**src/rtl/druaga_input_pkg.sv**
```systemverilog
// druaga_input_pkg: scan codes, joystick/INP bit positions, coin FSM states and decode helpers
// shared by the Druaga input conditioning stage.
package druaga_input_pkg;

    localparam logic [7:0] SC_UP    = 8'h75;
    localparam logic [7:0] SC_DOWN  = 8'h72;
    localparam logic [7:0] SC_LEFT  = 8'h6B;
    localparam logic [7:0] SC_RIGHT = 8'h74;
    localparam logic [7:0] SC_SPACE = 8'h29;
    localparam logic [7:0] SC_CTRL  = 8'h14;
    localparam logic [7:0] SC_1     = 8'h16;
    localparam logic [7:0] SC_2     = 8'h1E;
    localparam logic [7:0] SC_5     = 8'h2E;
    localparam logic [7:0] SC_F1    = 8'h05;
    localparam logic [7:0] SC_F2    = 8'h06;
    localparam logic [7:0] SC_R     = 8'h2D;
    localparam logic [7:0] SC_F     = 8'h2B;
    localparam logic [7:0] SC_D     = 8'h23;
    localparam logic [7:0] SC_G     = 8'h34;
    localparam logic [7:0] SC_A     = 8'h1C;
    localparam logic [7:0] SC_S     = 8'h1B;
    localparam logic [7:0] SC_6     = 8'h36;

    localparam int JS_R    = 0;
    localparam int JS_L    = 1;
    localparam int JS_D    = 2;
    localparam int JS_U    = 3;
    localparam int JS_T1   = 4;
    localparam int JS_T2   = 5;
    localparam int JS_S1   = 6;
    localparam int JS_S2   = 7;
    localparam int JS_COIN = 8;

    localparam int INP_UP     = 0;
    localparam int INP_RIGHT  = 1;
    localparam int INP_DOWN   = 2;
    localparam int INP_LEFT   = 3;
    localparam int INP_TRIG1  = 4;
    localparam int INP_TRIG2  = 5;
    localparam int INP_START1 = 0;
    localparam int INP_START2 = 1;
    localparam int INP_COIN   = 2;

    // One held-state bit per physical key, so shared functions (F1 vs 1/5) release independently.
    localparam int K_UP    = 0;
    localparam int K_DOWN  = 1;
    localparam int K_LEFT  = 2;
    localparam int K_RIGHT = 3;
    localparam int K_SPACE = 4;
    localparam int K_CTRL  = 5;
    localparam int K_1     = 6;
    localparam int K_2     = 7;
    localparam int K_5     = 8;
    localparam int K_F1    = 9;
    localparam int K_F2    = 10;
    localparam int K_R     = 11;
    localparam int K_F     = 12;
    localparam int K_D     = 13;
    localparam int K_G     = 14;
    localparam int K_A     = 15;
    localparam int K_S     = 16;
    localparam int K_6     = 17;
    localparam int NKEYS   = 18;

    typedef enum logic [1:0] {IDLE, PULSE, HOLD, WAITREL} coin_state_t;

    // Arrows accept the E0 prefix or not; every other key must arrive unextended.
    function automatic logic [NKEYS-1:0] key_hit(input logic ext, input logic [7:0] code);
        logic [NKEYS-1:0] h;
        h = '0;
        case (code)
            SC_UP:    h[K_UP]    = 1'b1;
            SC_DOWN:  h[K_DOWN]  = 1'b1;
            SC_LEFT:  h[K_LEFT]  = 1'b1;
            SC_RIGHT: h[K_RIGHT] = 1'b1;
            SC_SPACE: h[K_SPACE] = !ext;
            SC_CTRL:  h[K_CTRL]  = !ext;
            SC_1:     h[K_1]     = !ext;
            SC_2:     h[K_2]     = !ext;
            SC_5:     h[K_5]     = !ext;
            SC_F1:    h[K_F1]    = !ext;
            SC_F2:    h[K_F2]    = !ext;
            SC_R:     h[K_R]     = !ext;
            SC_F:     h[K_F]     = !ext;
            SC_D:     h[K_D]     = !ext;
            SC_G:     h[K_G]     = !ext;
            SC_A:     h[K_A]     = !ext;
            SC_S:     h[K_S]     = !ext;
            SC_6:     h[K_6]     = !ext;
            default:  h = '0;
        endcase
        return h;
    endfunction

    function automatic logic [5:0] joy_to_inp(input logic [5:0] j);
        logic [5:0] r;
        r = '0;
        r[INP_UP]    = j[JS_U];
        r[INP_RIGHT] = j[JS_R];
        r[INP_DOWN]  = j[JS_D];
        r[INP_LEFT]  = j[JS_L];
        r[INP_TRIG1] = j[JS_T1];
        r[INP_TRIG2] = j[JS_T2];
        return r;
    endfunction

    function automatic logic [5:0] socd(input logic [5:0] p);
        logic [5:0] r;
        r = p;
        if (p[INP_UP] && p[INP_DOWN]) begin
            r[INP_UP]   = 1'b0;
            r[INP_DOWN] = 1'b0;
        end
        if (p[INP_LEFT] && p[INP_RIGHT]) begin
            r[INP_LEFT]  = 1'b0;
            r[INP_RIGHT] = 1'b0;
        end
        return r;
    endfunction

endpackage

```
**src/rtl/druaga_coin_shaper.sv**
```systemverilog
// druaga_coin_shaper: turns each coin_raw rising edge into a COIN_FRAMES-long pulse
// followed by HOLD_FRAMES of holdoff, counted on vblank rising edges.
module druaga_coin_shaper
    import druaga_input_pkg::*;
#(
    parameter int COIN_FRAMES = 4,
    parameter int HOLD_FRAMES = 4
) (
    input  logic clk_sys,
    input  logic reset_n,
    input  logic coin_raw,
    input  logic vblank,
    output logic coin
);

    localparam logic [3:0] C_LAST = 4'(COIN_FRAMES - 1);
    localparam logic [3:0] H_LAST = 4'(HOLD_FRAMES - 1);

    coin_state_t r_state;
    logic [3:0]  r_cnt;
    logic        r_vbl_d;
    logic        r_coin_d;
    logic        w_vbl_rise;
    logic        w_coin_rise;

    assign w_vbl_rise  = vblank & ~r_vbl_d;
    assign w_coin_rise = coin_raw & ~r_coin_d;

    // Edges seen outside IDLE are simply lost: one insertion, one pulse.
    always_ff @(posedge clk_sys or negedge reset_n) begin
        if (!reset_n) begin
            r_state  <= IDLE;
            r_cnt    <= '0;
            r_vbl_d  <= 1'b0;
            r_coin_d <= 1'b0;
        end else begin
            r_vbl_d  <= vblank;
            r_coin_d <= coin_raw;
            case (r_state)
                IDLE: if (w_coin_rise) begin
                    r_state <= PULSE;
                    r_cnt   <= '0;
                end
                PULSE: if (w_vbl_rise) begin
                    r_cnt <= (r_cnt == C_LAST) ? 4'd0 : r_cnt + 4'd1;
                    if (r_cnt == C_LAST) r_state <= (HOLD_FRAMES == 0) ? WAITREL : HOLD;
                end
                HOLD: if (w_vbl_rise) begin
                    r_cnt <= (r_cnt == H_LAST) ? 4'd0 : r_cnt + 4'd1;
                    if (r_cnt == H_LAST) r_state <= WAITREL;
                end
                WAITREL: if (!coin_raw) r_state <= IDLE;
                default: r_state <= IDLE;
            endcase
        end
    end

    assign coin = (r_state == PULSE);

endmodule

```
**src/rtl/druaga_input_cond.sv**
```systemverilog
// druaga_input_cond: PS/2 + joystick merge and coin shaping feeding INP0/INP1/INP2.
// Define DRUAGA_INPUT_SOCD_EN to neutralise opposing directions per player.
module druaga_input_cond
    import druaga_input_pkg::*;
#(
    parameter int COIN_FRAMES = 4,
    parameter int HOLD_FRAMES = 4
) (
    input  logic        clk_sys,
    input  logic        reset_n,
    input  logic [10:0] ps2_key,
    input  logic [15:0] joystk1,
    input  logic [15:0] joystk2,
    input  logic        cabinet,
    input  logic        vblank,
    output logic [5:0]  inp0,
    output logic [5:0]  inp1,
    output logic [2:0]  inp2
);

    logic             r_tog_d;
    logic             r_primed;
    logic [NKEYS-1:0] r_keys;
    logic [5:0]       r_inp0;
    logic [5:0]       r_inp1;
    logic [1:0]       r_start;
    logic             w_evt;
    logic [NKEYS-1:0] w_hit;
    logic [5:0]       w_key_p1;
    logic [5:0]       w_key_p2;
    logic [5:0]       w_p1_raw;
    logic [5:0]       w_p2_raw;
    logic [5:0]       w_p1;
    logic [5:0]       w_p2;
    logic [1:0]       w_start;
    logic             w_coin_raw;
    logic             w_coin;
    logic             w_unused;

    assign w_unused = ^{joystk1[15:9], joystk2[15:9]};

    // The first clock out of reset only captures the toggle bit, so a stale level is not a keypress.
    assign w_evt = r_primed & (ps2_key[10] ^ r_tog_d);
    assign w_hit = w_evt ? key_hit(ps2_key[8], ps2_key[7:0]) : '0;

    always_comb begin
        w_key_p1            = '0;
        w_key_p1[INP_UP]    = r_keys[K_UP];
        w_key_p1[INP_RIGHT] = r_keys[K_RIGHT];
        w_key_p1[INP_DOWN]  = r_keys[K_DOWN];
        w_key_p1[INP_LEFT]  = r_keys[K_LEFT];
        w_key_p1[INP_TRIG1] = r_keys[K_SPACE];
        w_key_p1[INP_TRIG2] = r_keys[K_CTRL];
        w_key_p2            = '0;
        w_key_p2[INP_UP]    = r_keys[K_R];
        w_key_p2[INP_RIGHT] = r_keys[K_G];
        w_key_p2[INP_DOWN]  = r_keys[K_F];
        w_key_p2[INP_LEFT]  = r_keys[K_D];
        w_key_p2[INP_TRIG1] = r_keys[K_A];
        w_key_p2[INP_TRIG2] = r_keys[K_S];
    end

    assign w_p2_raw = w_key_p2 | joy_to_inp(joystk2[5:0]);
    assign w_p1_raw = w_key_p1 | joy_to_inp(joystk1[5:0]) | (cabinet ? 6'd0 : w_p2_raw);

`ifdef DRUAGA_INPUT_SOCD_EN
    assign w_p1 = socd(w_p1_raw);
    assign w_p2 = socd(w_p2_raw);
`else
    assign w_p1 = w_p1_raw;
    assign w_p2 = w_p2_raw;
`endif

    assign w_start[INP_START1] = joystk1[JS_S1] | joystk2[JS_S1] | r_keys[K_1] | r_keys[K_F1];
    assign w_start[INP_START2] = joystk1[JS_S2] | joystk2[JS_S2] | r_keys[K_2] | r_keys[K_F2];
    assign w_coin_raw = joystk1[JS_COIN] | joystk2[JS_COIN] | r_keys[K_5] | r_keys[K_6]
                      | r_keys[K_F1] | r_keys[K_F2];

    always_ff @(posedge clk_sys or negedge reset_n) begin
        if (!reset_n) begin
            r_tog_d  <= 1'b0;
            r_primed <= 1'b0;
            r_keys   <= '0;
            r_inp0   <= '0;
            r_inp1   <= '0;
            r_start  <= '0;
        end else begin
            r_tog_d  <= ps2_key[10];
            r_primed <= 1'b1;
            r_keys   <= (r_keys & ~w_hit) | (w_hit & {NKEYS{ps2_key[9]}});
            r_inp0   <= w_p1;
            r_inp1   <= w_p2;
            r_start  <= w_start;
        end
    end

    druaga_coin_shaper #(
        .COIN_FRAMES(COIN_FRAMES),
        .HOLD_FRAMES(HOLD_FRAMES)
    ) u_coin (
        .clk_sys (clk_sys),
        .reset_n (reset_n),
        .coin_raw(w_coin_raw),
        .vblank  (vblank),
        .coin    (w_coin)
    );

    assign inp0 = r_inp0;
    assign inp1 = r_inp1;
    assign inp2 = {w_coin, r_start};

endmodule

```
**config.mk**
```make
export PLATFORM = sky130hd
export DESIGN_NAME = druaga_input_cond
export DESIGN_NICKNAME = d
export VERILOG_FILES = /design/src/rtl/druaga_input_pkg.sv /design/src/rtl/druaga_coin_shaper.sv /design/src/rtl/druaga_input_cond.sv
export SDC_FILE = /design/constraint.sdc
export NUM_CORES = 1
export LEC_CHECK = 0
export ABC_AREA = 1
export CAP_MARGIN = 30
export CORE_AREA = 2 2 58 100
export DETAILED_ROUTE_END_ITERATION = 10
export DIE_AREA = 0 0 60 102
export PLACE_DENSITY_LB_ADDON = 0.05
export SLEW_MARGIN = 20
export SYNTH_ARGS = -nofsm -noshare
export SYNTH_HDL_FRONTEND = slang
export SYNTH_SLANG_ARGS = --single-unit
export TNS_END_PERCENT = 10
```
**constraint.sdc**
```tcl
create_clock -name clk_sys -period 1.95 [get_ports clk_sys]
set_clock_uncertainty 0.2 [all_clocks]
set_input_delay 0.39 -clock clk_sys [delete_from_list [all_inputs] [get_ports clk_sys]]
set_output_delay 0.39 -clock clk_sys [all_outputs]
set_load 0.005 [all_outputs]
```
==> load_flow_metrics.sql <==
INSERT INTO impl_metrics (metric_group, metric, value, unit) VALUES
('sta', 'worst_slew_pin_slew', '0.525', 'ns'),
('clocking', 'tritoncts', 'built', ''),
('grt', 'globalRouteOverflowTotal', '0', ''),
('synth', 'synth.cell_area', '0.00204', 'sq mm'),
('routing', 'drt-initial-drc-count', '50', ''),
('clocking', 'clock_latency', '0.30', 'ns'),
('placement', 'place.detailed.instances', '350', ''),
('routing', 'drc', '0', ''),
('worst_setup_path', 'cp.required', '1.36', 'ns'),
('floorplanning', 'core_area', '0.00530', 'sq mm'),
('routing', 'detailedRoute.firstPassIterationCount', '4', ''),
('sta', 'final_ws_setup', '0.132', 'ns'),
('worst_setup_path', 'rr_startpoint', 'u_coin.r_state[0]$_DFFE_PN0P_', ''),
('worst_setup_path', 'r2r_end', 'u_coin.r_cnt[0]$_DFFE_PN0P_', ''),
('worst_setup_path', 'worstSetupStartpointType', 'register', ''),
('clocking', 'cts-htree-levels', '2', ''),
('grt', 'maximum_number_of_pins_on_one_net_before_global_route_repair', '43', ''),
('routing', 'routed_via_density', '4.60', ''),
('synth', 'synth_area_leaders', 'dfrtp_1, nand2_1, nand3_1', ''),
('synth', 'syn_avg_cell_area', '8.88', 'sq um'),
('worst_setup_path', 'worstSetupPathType', 'reg2out', ''),
('floorplanning', 'die-area', '0.00612', 'sq mm'),
('clocking', 'cts_inserted_buffers', '5', ''),
('sta', 'finalWorstPathRequiredPeriod', '1.82', 'ns'),
('job', 'maxCapViolCount', '0', ''),
('clocking', 'max-clock-path-buffers', '2', ''),
('sta', 'max-slew-margin-rel', '0.650', ''),
('power', 'power_per_cell_area', '871', 'mW/mm^2'),
('sta', 'timing.fmax', '0.550', 'GHz'),
('synth', 'yosysWarnings', '0', ''),
('floorplanning', 'initial_core_util', '0.385', ''),
('worst_setup_path', 'cp_max_fo', '5', ''),
('sta', 'setup_failing_eps_final', '0', ''),
('final_layout', 'final_cells', '360', ''),
('synth', 'synth_cell_type_count', '28', ''),
('placement', 'dp_slack', '0.00624', 'ns'),
('routing', 'finalWirelength', '4220', 'um'),
('placement', 'dp_hpwl', '3310', 'um'),
('worst_setup_path', 'cp.arrival', '1.23', 'ns'),
('routing', 'vias', '1657', ''),
('sta', 'setup-tns-final', '0', 'ns'),
('power', 'power.leakage', '1.20', 'nW'),
('routing', 'ant_nets', '0', ''),
('worst_setup_path', 'worst_setup_path_end_kind', 'primary output', ''),
('worst_setup_path', 'r2r_slack', '0.31', 'ns'),
('clocking', 'cts-root-buf', 'clkbuf_8', ''),
('placement', 'port_buffers', '47', ''),
('sta', 'fin_crit_sh', '0.932', ''),
('synth', 'synth_cells', '230', ''),
('grt', 'grt_first_pass_wirelength', '7340', 'um'),
('final_layout', 'areaGrowthSynthToFinish', '32.8', '%'),
('sta', 'grt_setup_unrepaired', 'false', ''),
('sta', 'hold_viol', '0', ''),
('floorplanning', 'io_pins', '62', ''),
('grt', 'vias_in_the_first_global_route', '1618', ''),
('grt', 'antenna_found_initial', '0', ''),
('worst_hold_path', 'whs_path_depth', '2', ''),
('placement', 'gp_routability_congestion', '0.818', ''),
('worst_hold_path', 'worst_hold_path_type', 'reg2reg', ''),
('sta', 'report.final.slew_viol_count', '0', ''),
('grt', 'groute.usage.overall', '0.159', ''),
('synth', 'synth_fp_nets', '283', ''),
('status', 'run_status', 'finished clean', ''),
('worst_hold_path', 'timing.hold.worst_endpoint', 'inp0[1]$_DFF_PN0_', ''),
('worst_setup_path', 'timing.reg2reg.worst_path_depth', '8', ''),
('floorplanning', 'die_height', '102', 'um'),
('clocking', 'cts.reportedPaths.clkPinSlew', '0.09', 'ns'),
('synth', 'ys_seq_area_frac', '0.515', ''),
('floorplanning', 'std_cell_rows', '35', ''),
('final_layout', 'n_antenna_cell', '0', ''),
('floorplanning', 'die-width', '60', 'um'),
('routing', 'route.detailed.wl_per_inst', '11.7', 'um'),
('clocking', 'clock-sinks', '42', ''),
('power', 'vdd_drop_max', '0.376', 'mV'),
('final_layout', 'finish.net_count', '338', ''),
('synth', 'synth-seq-cells', '42', ''),
('synth', 'synth_area_leader_cell', 'dfrtp_1', ''),
('final_layout', 'drive_gt1_frac', '0.150', ''),
('synth', 'yosys.area.top_type_share', '0.515', '');
power by group:
group	internal (mW)	leakage [nW]	switching [mW]	total [mW]
Clock	0.382	0.0514	0.299	0.681
Sequential	0.947	0.515	0.0617	1.01
Combinational	0.313	0.633	0.359	0.672
cells in the mapped netlist, drive strengths merged:
| cell | instances |
|---|---|
| nand3 | 26 |
| or2 | 8 |
| dfrtp | 42 |
| buf | 2 |
| ha | 6 |
| a21oi | 5 |
| conb | 1 |
| xnor2 | 1 |
| nor2 | 32 |
| a211o | 4 |
| inv | 23 |
| nand2 | 50 |
| xor2 | 1 |
| nand3b | 4 |
| o21ai | 19 |
| nor3 | 2 |
| clkbuf | 2 |
| or4 | 2 |
per-stage QoR:
stage	hold slack [ns]	area (sq um)	total power [mW]	util
final	0.242	2710	2.36	0.512
after global routing	0.273	2710	2.54	0.512
after CTS	0.252	2710	2.40	0.512
after detailed placement	0.241	2580	1.70	0.488
after global placement	0.234	2580	1.69	0.488
after floorplan	-0.106	2040	1.45	-
logic make-up (layout without fill, tap and decap cells):
group                      Yosys count  count (layout)  synth area share
other                                1               1           0.00184
adders and majority gates            6               6            0.0368
and+or+nand+nor                    124             124             0.300
DFF                                 42              42             0.515
buffers and inverters               27              83            0.0625
xor gates and xnor gates             2               2           0.00858
AOI/OAI and AO/OA                   28              28            0.0760
area by class of cell:
class	instances	area [sq um]
clock buffer	6	72.6
clock inverter	2	37.5
fill	524	2590
inverter	23	88.8
multi-input combinational	161	863
sequential	42	1050
tap	74	92.6
timing repair buffer	52	504
worst max path at each step:
stage	depth (start not counted)	endpoint	slack [ns]	startpoint
floorplan	8	u_coin.r_cnt[2]$_DFFE_PN0P_	0.38	u_coin.r_state[0]$_DFFE_PN0P_
global placement	8	register	0.01	ps2_key[1]
detailed placement	8	register	0.006	ps2_key[1]
CTS	2	inp2[2]	0.11	u_coin.r_state[0]$_DFFE_PN0P_
global route	2	inp2[2]	0.07	u_coin.r_state[0]$_DFFE_PN0P_
finish	2	inp2[2]	0.13	u_coin.r_state[0]$_DFFE_PN0P_
worst max-delay path, stage by stage, from the launching register on:
cell and delay, ns:
dfrtp_1 0.45, ha_1 0.23, dlygate4sd2_1 0.26
timing repair:
item | 4_1_cts | 5_1_grt
resized for setup | 2 | 0
hold buffers | 1 | 0
endpoints found under the setup margin | 1 | 0
hold endpoints to repair | 42 | 0
setup buffers | 1 | 0
cell usage in the layout, fill, tap and decap left out, types with 2 or more instances in the layout:
cell | synthesis | layout
nand2_1 | 48 | 48
clkdlybuf4s50_1 | 0 | 45
dfrtp_1 | 42 | 41
nor2_1 | 25 | 25
nand3_1 | 22 | 22
o21ai_1 | 19 | 19
inv_1 | 15 | 15
or2_2 | 8 | 8
inv_2 | 7 | 7
ha_1 | 6 | 6
a21oi_1 | 5 | 5
nor2_2 | 5 | 5
clkbuf_8 | 0 | 5
a211o_1 | 4 | 4
nand3b_1 | 4 | 4
nand3_2 | 4 | 4
buf_4 | 1 | 4
or4_1 | 2 | 2
nor2_4 | 2 | 2
metal layers:
metal,global-route usage,share of wire
met2,0.282,0.55
met5,0,0
met1,0.181,0.39
met4,0.0701,0.028
met3,0.0253,0.030
(Power assumes the default switching activity.)
